<file path="src/rtl/rob_retire.sv">
// rob_retire: 16-entry reorder buffer with in-order, dual-width retirement.
//   alloc_*   : two allocations per cycle from rename/dispatch; alloc_idx_* return the ROB tags.
//   cmp_*     : three completion ports, each writing a result and a completed bit by ROB tag.
//   retire_flag_*/fp_ind_* : pregs handed back to the free pool, one cycle after the retiring edge.
//   commit_*  : register-file writes for retired non-store entries with a destination.
//   pr_flag   : something retired (stores and no-destination entries included).
//   rob_count : occupied entries, 0..DEPTH.
module rob_retire #(
  parameter int DEPTH  = 16,
  parameter int PREG_W = 6,
  parameter int DATA_W = 32
) (
  input  logic                       clk,
  input  logic                       rst_n,
  input  logic                       alloc_valid_1,
  input  logic [PREG_W-1:0]          alloc_pd_1,
  input  logic [PREG_W-1:0]          alloc_old_pd_1,
  input  logic                       alloc_store_1,
  input  logic                       alloc_valid_2,
  input  logic [PREG_W-1:0]          alloc_pd_2,
  input  logic [PREG_W-1:0]          alloc_old_pd_2,
  input  logic                       alloc_store_2,
  output logic                       alloc_ready,
  output logic [$clog2(DEPTH)-1:0]   alloc_idx_1,
  output logic [$clog2(DEPTH)-1:0]   alloc_idx_2,
  input  logic                       cmp_valid_1,
  input  logic [$clog2(DEPTH)-1:0]   cmp_rob_1,
  input  logic [DATA_W-1:0]          cmp_data_1,
  input  logic                       cmp_valid_2,
  input  logic [$clog2(DEPTH)-1:0]   cmp_rob_2,
  input  logic [DATA_W-1:0]          cmp_data_2,
  input  logic                       cmp_valid_3,
  input  logic [$clog2(DEPTH)-1:0]   cmp_rob_3,
  input  logic [DATA_W-1:0]          cmp_data_3,
  output logic                       retire_flag_1,
  output logic [PREG_W-1:0]          fp_ind_1,
  output logic                       retire_flag_2,
  output logic [PREG_W-1:0]          fp_ind_2,
  output logic                       commit_we_1,
  output logic [PREG_W-1:0]          commit_pd_1,
  output logic [DATA_W-1:0]          commit_data_1,
  output logic                       commit_we_2,
  output logic [PREG_W-1:0]          commit_pd_2,
  output logic [DATA_W-1:0]          commit_data_2,
  output logic                       pr_flag,
  output logic [$clog2(DEPTH):0]     rob_count
);

  localparam int TAG_W = $clog2(DEPTH);
  localparam int CNT_W = TAG_W + 1;

  logic              ent_v      [DEPTH];
  logic              ent_comp   [DEPTH];
  logic              ent_store  [DEPTH];
  logic [PREG_W-1:0] ent_pd     [DEPTH];
  logic [PREG_W-1:0] ent_old_pd [DEPTH];
  logic [DATA_W-1:0] ent_result [DEPTH];

  logic [TAG_W-1:0] head, tail, head_nx;
  logic [CNT_W-1:0] count, n_alloc, n_ret;
  logic             acc_1, acc_2, ret_1, ret_2, commit_1, commit_2;

  always_comb begin
    alloc_ready = (count <= CNT_W'(DEPTH - 2));
    alloc_idx_1 = tail;
    alloc_idx_2 = alloc_valid_1 ? tail + TAG_W'(1) : tail;
    acc_1       = alloc_valid_1 & alloc_ready;
    acc_2       = alloc_valid_2 & alloc_ready;
    head_nx     = head + TAG_W'(1);
    // Retire looks only at registered state; slot 2 never bypasses slot 1.
    ret_1       = ent_v[head] & ent_comp[head];
    ret_2       = ret_1 & ent_v[head_nx] & ent_comp[head_nx];
    commit_1    = ret_1 & ~ent_store[head] & (ent_pd[head] != '0);
    commit_2    = ret_2 & ~ent_store[head_nx] & (ent_pd[head_nx] != '0);
    n_alloc     = CNT_W'(acc_1) + CNT_W'(acc_2);
    n_ret       = CNT_W'(ret_1) + CNT_W'(ret_2);
    rob_count   = count;
  end

  // Later assignments win: port 3, then 2, then 1 so the lowest port takes a shared tag,
  // and allocation lands last so it overrides a same-edge completion.
  always_ff @(posedge clk or negedge rst_n) begin
    if (!rst_n) begin
      for (int i = 0; i < DEPTH; i++) begin
        ent_v[i]      <= 1'b0;
        ent_comp[i]   <= 1'b0;
        ent_store[i]  <= 1'b0;
        ent_pd[i]     <= '0;
        ent_old_pd[i] <= '0;
        ent_result[i] <= '0;
      end
    end else begin
      for (int i = 0; i < DEPTH; i++) begin
        if (cmp_valid_3 && cmp_rob_3 == TAG_W'(i) && ent_v[i]) begin
          ent_comp[i]   <= 1'b1;
          ent_result[i] <= cmp_data_3;
        end
        if (cmp_valid_2 && cmp_rob_2 == TAG_W'(i) && ent_v[i]) begin
          ent_comp[i]   <= 1'b1;
          ent_result[i] <= cmp_data_2;
        end
        if (cmp_valid_1 && cmp_rob_1 == TAG_W'(i) && ent_v[i]) begin
          ent_comp[i]   <= 1'b1;
          ent_result[i] <= cmp_data_1;
        end
      end
      if (ret_1) ent_v[head]    <= 1'b0;
      if (ret_2) ent_v[head_nx] <= 1'b0;
      if (acc_1) begin
        ent_v[tail]      <= 1'b1;
        ent_comp[tail]   <= 1'b0;
        ent_store[tail]  <= alloc_store_1;
        ent_pd[tail]     <= alloc_pd_1;
        ent_old_pd[tail] <= alloc_old_pd_1;
      end
      if (acc_2) begin
        ent_v[alloc_idx_2]      <= 1'b1;
        ent_comp[alloc_idx_2]   <= 1'b0;
        ent_store[alloc_idx_2]  <= alloc_store_2;
        ent_pd[alloc_idx_2]     <= alloc_pd_2;
        ent_old_pd[alloc_idx_2] <= alloc_old_pd_2;
      end
    end
  end

  always_ff @(posedge clk or negedge rst_n) begin
    if (!rst_n) begin
      head          <= '0;
      tail          <= '0;
      count         <= '0;
      pr_flag       <= 1'b0;
      retire_flag_1 <= 1'b0;
      retire_flag_2 <= 1'b0;
      fp_ind_1      <= '0;
      fp_ind_2      <= '0;
      commit_we_1   <= 1'b0;
      commit_we_2   <= 1'b0;
      commit_pd_1   <= '0;
      commit_pd_2   <= '0;
      commit_data_1 <= '0;
      commit_data_2 <= '0;
    end else begin
      head          <= head + TAG_W'(n_ret);
      tail          <= tail + TAG_W'(n_alloc);
      count         <= count + n_alloc - n_ret;
      pr_flag       <= ret_1;
      retire_flag_1 <= commit_1;
      retire_flag_2 <= commit_2;
      commit_we_1   <= commit_1;
      commit_we_2   <= commit_2;
      fp_ind_1      <= commit_1 ? ent_old_pd[head]    : '0;
      fp_ind_2      <= commit_2 ? ent_old_pd[head_nx] : '0;
      commit_pd_1   <= commit_1 ? ent_pd[head]        : '0;
      commit_pd_2   <= commit_2 ? ent_pd[head_nx]     : '0;
      commit_data_1 <= commit_1 ? ent_result[head]    : '0;
      commit_data_2 <= commit_2 ? ent_result[head_nx] : '0;
    end
  end

endmodule
</file>
<file path="config.mk">
export PLATFORM = sky130hd
export DESIGN_NAME = rob_retire
export DESIGN_NICKNAME = d
export VERILOG_FILES = /design/src/rtl/rob_retire.sv
export SDC_FILE = /design/constraint.sdc
export NUM_CORES = 2
export LEC_CHECK = 0
export BUFFER_PORTS_ARGS = -buffer_cell sky130_fd_sc_hd__buf_4
export CORE_ASPECT_RATIO = 1.1
export CORE_UTILIZATION = 28
export DETAILED_ROUTE_END_ITERATION = 7
export GPL_TIMING_DRIVEN = 0
export SYNTH_ARGS = -nofsm -noshare
export SYNTH_HDL_FRONTEND = slang
export SYNTH_SLANG_ARGS = --single-unit
</file>
<file path="constraint.sdc">
create_clock -name clk -period 10.5 [get_ports clk]
set_input_delay 1.05 -clock clk [delete_from_list [all_inputs] [get_ports clk]]
set_output_delay 1.05 -clock clk [all_outputs]
set_load 0.1 [all_outputs]
</file>
======== Word level (Yosys, flattened, before mapping) ========
Cells that the tools add are included.
word-level totals
  register bits after elaboration ......... 856
  output and inout port bits .............. 107
operators by class
  $add $sub $neg .......................... 8
  magnitude comparators ................... 9
  equality and inequality tests ........... 45
  multiplexer cells ....................... 169
  bitwise gates (word level) .............. 25
  reduce and logical (&&, ||, !) cells .... 121
operators with widths
  cell                                                                    count
  32-bit 2-to-1 mux                                                       54
  96-bit bitwise mux                                                      4
  96-bit 2-to-1 mux                                                       4
  32-bit binary-select mux with 4-bit select                              2
  16-bit 2-to-1 mux                                                       8
  1-bit logical AND                                                       100
  6-bit binary-select mux with 4-bit select                               4
  4-bit equality test (second input constant)                             24
  6-bit 2-to-1 mux                                                        14
  16-bit AND                                                              4
  1-bit 2-to-1 mux                                                        64
  16-bit inverter                                                         4
  6-bit demux with 4-bit select                                           2
  4-bit by 3-bit equality test with 1-bit output (second input constant)  12
  3-bit nonzero test                                                      16
  16-bit bitwise mux                                                      2
  16-bit bitwise OR                                                       2
  1-bit binary-select mux with 4-bit select                               6
  4-bit by 2-bit equality test with 1-bit output (second input constant)  6
  5-bit greater-or-equal comparator (second input constant)               4
  5-bit by 1-bit < comparator with 1-bit output (second input constant)   4
  4-bit inverter with 5-bit output                                        4
  1-bit demux with 4-bit select                                           4
  4-bit by 1-bit equality test with 1-bit output (second input constant)  3
  other kinds (11)                                                        26

======== Depth between registers and ports, before layout ========
  word-level depth ........................ 14
  depth in mapped cells ................... 28
  gate-level depth less buffers ........... 17

======== Least setup slack after synthesis ========
Ideal clock, no wire load.
  path type ............................... register to register
  from .................................... register head[1]
  to ...................................... register count[4], in the netlist rob_count[4]
  library setup time ...................... 0.123 ns
  arrival ................................. 5.451 ns
  data required time ...................... 10.377 ns
  setup slack ............................. 4.926 ns
  stages on the path, launching flop included .. 29
  buffers on the path ..................... 12
  path through ............................ dfrtp_1 -> buf_4 -> buf_6 -> buf_2 -> buf_2 -> buf_2 -> buf_2 -> inv_1 -> ha_1 -> buf_4 -> buf_4 -> buf_4 -> buf_4 -> o211ai_1 -> o21ai_0 -> o211ai_1 -> buf_4 -> buf_2 -> and2_1 -> ha_1 -> ha_1 -> inv_1 -> ha_1 -> inv_1 -> fa_1 -> inv_1 -> a21o_1 -> a21oi_1 -> xnor2_1
between the ends
  longest elaborated chain between the ends .. 9
  elaborated cells between the ends (all ways) .. 20
ends and longest elaborated chain
  what                                                                                                                        line    RTL
  start, declared                                                                                                             59      logic [TAG_W-1:0] head, tail, head_nx;
  start signal, assigned                                                                                                      143     head <= head + TAG_W'(n_ret);
  4-bit by 1-bit adder with 4-bit output / 4-bit inverter with 5-bit output (equally long branches)                           69, 71
  4-bit inverter with 5-bit output (not written as such) / 1-bit binary-select mux with 4-bit select (equally long branches)  72, 71
  1-bit binary-select mux with 4-bit select / 1-bit 2-to-1 mux (equally long branches)                                        72, 71
  1-bit 2-to-1 mux (on tied branches)                                                                                         72, 71
  1-bit 2-to-1 mux (not written as such) / 1-bit AND (equally long branches)                                                  72, 71
  1-bit AND (2 in series)                                                                                                     72      ret_2 = ret_1 & ent_v[head_nx] & ent_comp[head_nx];
  1-bit by 1-bit adder with 2-bit output (*)                                                                                  76      n_ret = CNT_W'(ret_1) + CNT_W'(ret_2);
  5-bit by 2-bit subtractor with 5-bit output (*)                                                                             145     count <= count + n_alloc - n_ret;
  end signal, assigned                                                                                                        145
  end, declared                                                                                                               60      logic [CNT_W-1:0] count, n_alloc, n_ret;
Every way passes the cells marked *; elsewhere a longest branch is shown, timed or not. The select of a mux whose other input is x is not followed.
A chain may end at the register's enable or synchronous reset.

======== Worst setup path after layout ========
Ends and elaborated chain as after synthesis.

==> impl_metrics.env <==
export IMPL_status="finished, final reports clean"
export IMPL_drtIter0Drc=7216
export IMPL_period_share=0.855
export IMPL_setup_worst_path_class="register to register"
export IMPL_first_pass_iters=7
export IMPL_post_route_cells_drive_above_1_share=0.167
export IMPL_vias=51500
export IMPL_timing_worst_slew_pin_value_ns=1.47
export IMPL_p_int_mw=11.9
export IMPL_place_detailed_hpwl_um=197000
export IMPL_antenna_found_initial=33
export IMPL_crit_start="head[1]"
export IMPL_initial_utilization=0.282
export IMPL_arrival_ns=9.61
export IMPL_ctsRootBufferMaster="sky130_fd_sc_hd__clkbuf_16"
export IMPL_switching_power_as_a_share_of_total_power=0.463
export IMPL_grt_start_max_net_pins=113
export IMPL_std_cell_rows=171
export IMPL_family_with_the_most_delay_on_the_worst_path="buffers and inverters"
export IMPL_fp_coreArea_um2=198000
export IMPL_switching_pwr_mw=10.2
export IMPL_cts_hold_buf=0
export IMPL_yosysWarningCount=0
export IMPL_clkPwrFrac=0.173
export IMPL_share_seq_of_total_power=0.271
export IMPL_endpoint_kind="register"
export IMPL_worst_hold_path_type="input pin to asynchronous set/reset pin"
export IMPL_synth_seq_area_share=0.383
export IMPL_number_of_enable_flip_flop_cells_after_synthesis=0
export IMPL_ant_nets=0
export IMPL_timing_critical_path_required_ns=11.13
export IMPL_dominant_combinational_cell_family_by_area_after_synthesis="multiplexers"
export IMPL_crit_path_time_final_ns=8.98
export IMPL_power_combinational_fraction=0.556
export IMPL_detail_route_wirelength_um=269000
export IMPL_power_per_cell_area_nw_per_um2=342
export IMPL_cts_made_buffers=101
export IMPL_post_cts_buffers=0
export IMPL_max_clock_freq_ghz=0.111
export IMPL_port_buffers=233
export IMPL_hold_violations=0
export IMPL_post_synth_and_or_nand_nor_area_fraction=0.104
export IMPL_post_synth_top_area_fraction=0.383
export IMPL_multi_input_comb_area_um2=31700
export IMPL_rsz0062_at_grt="false"
export IMPL_gp_routability_congestion=1.01
export IMPL_dominantRegCellSynth="sky130_fd_sc_hd__dfrtp_1"
export IMPL_dieArea_um2=201000
export IMPL_fillCellCount=20200
export IMPL_via_per_inst=6.00
export IMPL_synth_largest_area_cell="sky130_fd_sc_hd__dfrtp_1"
export IMPL_area_growth_synth_to_final_pct=15.8
export IMPL_synth_ff_latch_count=856
export IMPL_grt_overflow_total=0
export IMPL_cpMaxStageDelayCell="sky130_fd_sc_hd__o211ai_1"
export IMPL_syn_area_per_cell_um2=10.1
export IMPL_synth_xor_xnor_area_share=0.00204
export IMPL_clk_path_buf_depth=3
export IMPL_final_count_of_negative_setup_slack_endpoints=0
export IMPL_finish_instance_area_um2=64700
export IMPL_die_h_um=471
export IMPL_die_w_um=428
export IMPL_worst_path_most_repeated_cell="sky130_fd_sc_hd__buf_2"
export IMPL_muxShareOfSynthArea=0.315
export IMPL_timing_clock_skew_ns=0.0754
export IMPL_max_stage_delay_ns=1.09
export IMPL_relSlewSlack=0.0192
export IMPL_postSynthNetCount=5705
export IMPL_synth_async_sr_flop_share=1.00
export IMPL_synth_area_top_cells="sky130_fd_sc_hd__dfrtp_1 38%, sky130_fd_sc_hd__mux4_2 18%, sky130_fd_sc_hd__mux2i_1 13%"
export IMPL_tritoncts_clock_tree="yes"
export IMPL_synth_cell_type_count=62
export IMPL_post_cts_resized=0
export IMPL_share_of_the_synthesized_area_in_compound_gates_ao_oa_aoi_oai=0.139
export IMPL_syn_cell_area_um2=55900
export IMPL_drt_wirelength_per_cell_um=31.4
export IMPL_synthesis_instances=5539
export IMPL_final_core_utilization=0.327
export IMPL_ios=248
export IMPL_drv_slew=0
export IMPL_worst_setup_path_start_kind="register"
export IMPL_htree_num_levels=3
export IMPL_detailed_place_area_um2=61200
export IMPL_wire_length_of_the_first_global_routing_pass_um=379000
export IMPL_vdd_ir_drop_worst_mv=0.268
export IMPL_grt_pass1_vias=50900
export IMPL_cts_reportedPaths_clkPinSlew_ns=0.07
export IMPL_cp_max_fo=10
export IMPL_r2r_start="head[1]"
export IMPL_regArea_um2=21400
export IMPL_clkLatencyLatePin_ns=0.80
export IMPL_route_detailed_drc=0
export IMPL_drv_max_cap_violation_count=0
export IMPL_nets=6051
export IMPL_leakagePower_nw=27.9
export IMPL_synth_adder_area_share=0.00614
export IMPL_path_buf_inv=15
export IMPL_global_route_usage_total=0.260
export IMPL_tritoncts_num_sinks=856
[placed cells by master, fill, tap and decap left out, types with 8 or more instances in the layout]
cell type                   instances
sky130_fd_sc_hd__nor2_1           509
sky130_fd_sc_hd__nand2b_1           8
sky130_fd_sc_hd__mux4_2           435
sky130_fd_sc_hd__clkbuf_8          21
sky130_fd_sc_hd__nor2b_1           21
sky130_fd_sc_hd__nand2_1          670
sky130_fd_sc_hd__and3_1            42
sky130_fd_sc_hd__buf_16             9
sky130_fd_sc_hd__o21ai_0          640
sky130_fd_sc_hd__clkbuf_16        101
sky130_fd_sc_hd__a211oi_1         136
sky130_fd_sc_hd__bufinv_16          9
sky130_fd_sc_hd__mux2i_1          739
sky130_fd_sc_hd__a21o_1           132
sky130_fd_sc_hd__inv_1             49
sky130_fd_sc_hd__buf_4            252
sky130_fd_sc_hd__and2_1            42
sky130_fd_sc_hd__buf_2             90
sky130_fd_sc_hd__buf_1             87
sky130_fd_sc_hd__ha_1              21
sky130_fd_sc_hd__a311oi_1          13
sky130_fd_sc_hd__xnor2_1           13
sky130_fd_sc_hd__diode_2           21
sky130_fd_sc_hd__nand3_1           26
sky130_fd_sc_hd__dfrtp_1          856
sky130_fd_sc_hd__mux2_2             8
sky130_fd_sc_hd__a21oi_1          406
sky130_fd_sc_hd__a22oi_1            9
sky130_fd_sc_hd__clkbuf_1         433
sky130_fd_sc_hd__mux4_1            12
sky130_fd_sc_hd__clkinv_2          22
sky130_fd_sc_hd__nand4_1           47
[kinds of logic (layout without fill, tap and decap cells)]
kind of cell,after synthesis,in the layout
AOI/OAI and AO/OA,1377,1377
xor gates and xnor gates,13,13
adders and majority gates,25,25
buffers and inverters,673,1104
DFF,856,856
muxes,1194,1194
other,0,21
and+or+nand+nor,1401,1401
[power by group through the flow]
stage / registers [mW] / clock network, mW / logic, mW
final: 5.99 / 3.83 / 12.3
after detailed placement: 5.97 / 0 / 12.0
after floorplan: 6.02 / 0 / 7.29
after CTS: 5.92 / 3.84 / 12.0
after global routing: 6.13 / 3.97 / 12.7
after global placement: 5.86 / 0 / 11.7
[Yosys cell counts (9+ instances only)]
cell type,number
sky130_fd_sc_hd__buf_1,87
sky130_fd_sc_hd__a211oi_1,138
sky130_fd_sc_hd__clkbuf_1,417
sky130_fd_sc_hd__xnor2_1,13
sky130_fd_sc_hd__mux4_2,435
sky130_fd_sc_hd__mux2i_1,739
sky130_fd_sc_hd__nand2_1,670
sky130_fd_sc_hd__a21oi_1,406
sky130_fd_sc_hd__a21o_1,132
sky130_fd_sc_hd__and3_1,42
sky130_fd_sc_hd__nor3_1,9
sky130_fd_sc_hd__nor2b_1,21
sky130_fd_sc_hd__a311oi_1,13
sky130_fd_sc_hd__dfrtp_1,856
sky130_fd_sc_hd__nand3_1,26
sky130_fd_sc_hd__buf_4,20
sky130_fd_sc_hd__mux4_1,12
sky130_fd_sc_hd__nor2_1,510
sky130_fd_sc_hd__o21ai_0,640
sky130_fd_sc_hd__a22oi_1,9
sky130_fd_sc_hd__inv_1,49
sky130_fd_sc_hd__ha_1,21
sky130_fd_sc_hd__nand4_1,47
sky130_fd_sc_hd__buf_2,90
sky130_fd_sc_hd__and2_1,42
[path summary, 6_finish.rpt]
kind | endpoint | slack, ns | cells past startpoint
setup / recovery | rob_count[4] | 1.52 | 28
setup reg to reg | rob_count[4] | 1.52 | 28
hold reg to reg | ent_result[382] | 0.50 | 1
hold / removal | fp_ind_1[3] | 0.09 | 1
min in group clk | ent_result[382] | 0.50 | 1
max in group asynchronous | commit_data_1[11] | 7.90 | 5
[sequential cells by signal, indices dropped and copies added, names as in the netlist, 4 cells and up]
signal,count
ent_old_pd,96
commit_pd_2,6
commit_data_1,32
head,4
alloc_idx_1,4
ent_pd,96
ent_result,512
ent_v,16
fp_ind_1,6
rob_count,5
commit_pd_1,6
fp_ind_2,6
commit_data_2,32
ent_comp,16
ent_store,16
[metal layers]
metal,wire length [um],global-route usage
met1,97000,0.305
met2,121000,0.405
met3,31000,0.0861
met4,19900,0.173
met5,110,0.00166
[through the flow]
stage                     worst slack [ns]  TNS (ns)  hold WS (ns)  total power, mW  instances
after floorplan                       4.93         0         0.461             13.3       5539
after global placement               -2.56  -1985.52         0.474             17.6       8367
after detailed placement              1.88         0         0.483             18.0       8377
after CTS                             1.79         0        0.0913             21.8       8565
after global routing                  1.26         0         0.112             22.8       8581
final                                 1.52         0        0.0948             22.1       8586
[cell type report]
cell class / instances / area share
Inverter: 50 / 0.00290
Multi-Input combinational cell: 4010 / 0.490
Buffer: 623 / 0.0402
Clock buffer: 141 / 0.0446
Tap cell: 2595 / 0.0502
Clock inverter: 47 / 0.00918
Sequential cell: 856 / 0.331
Antenna cell: 21 / 0.000812
Timing Repair Buffer: 243 / 0.0312
No activity file was read; power rests on OpenSTA's default activity.
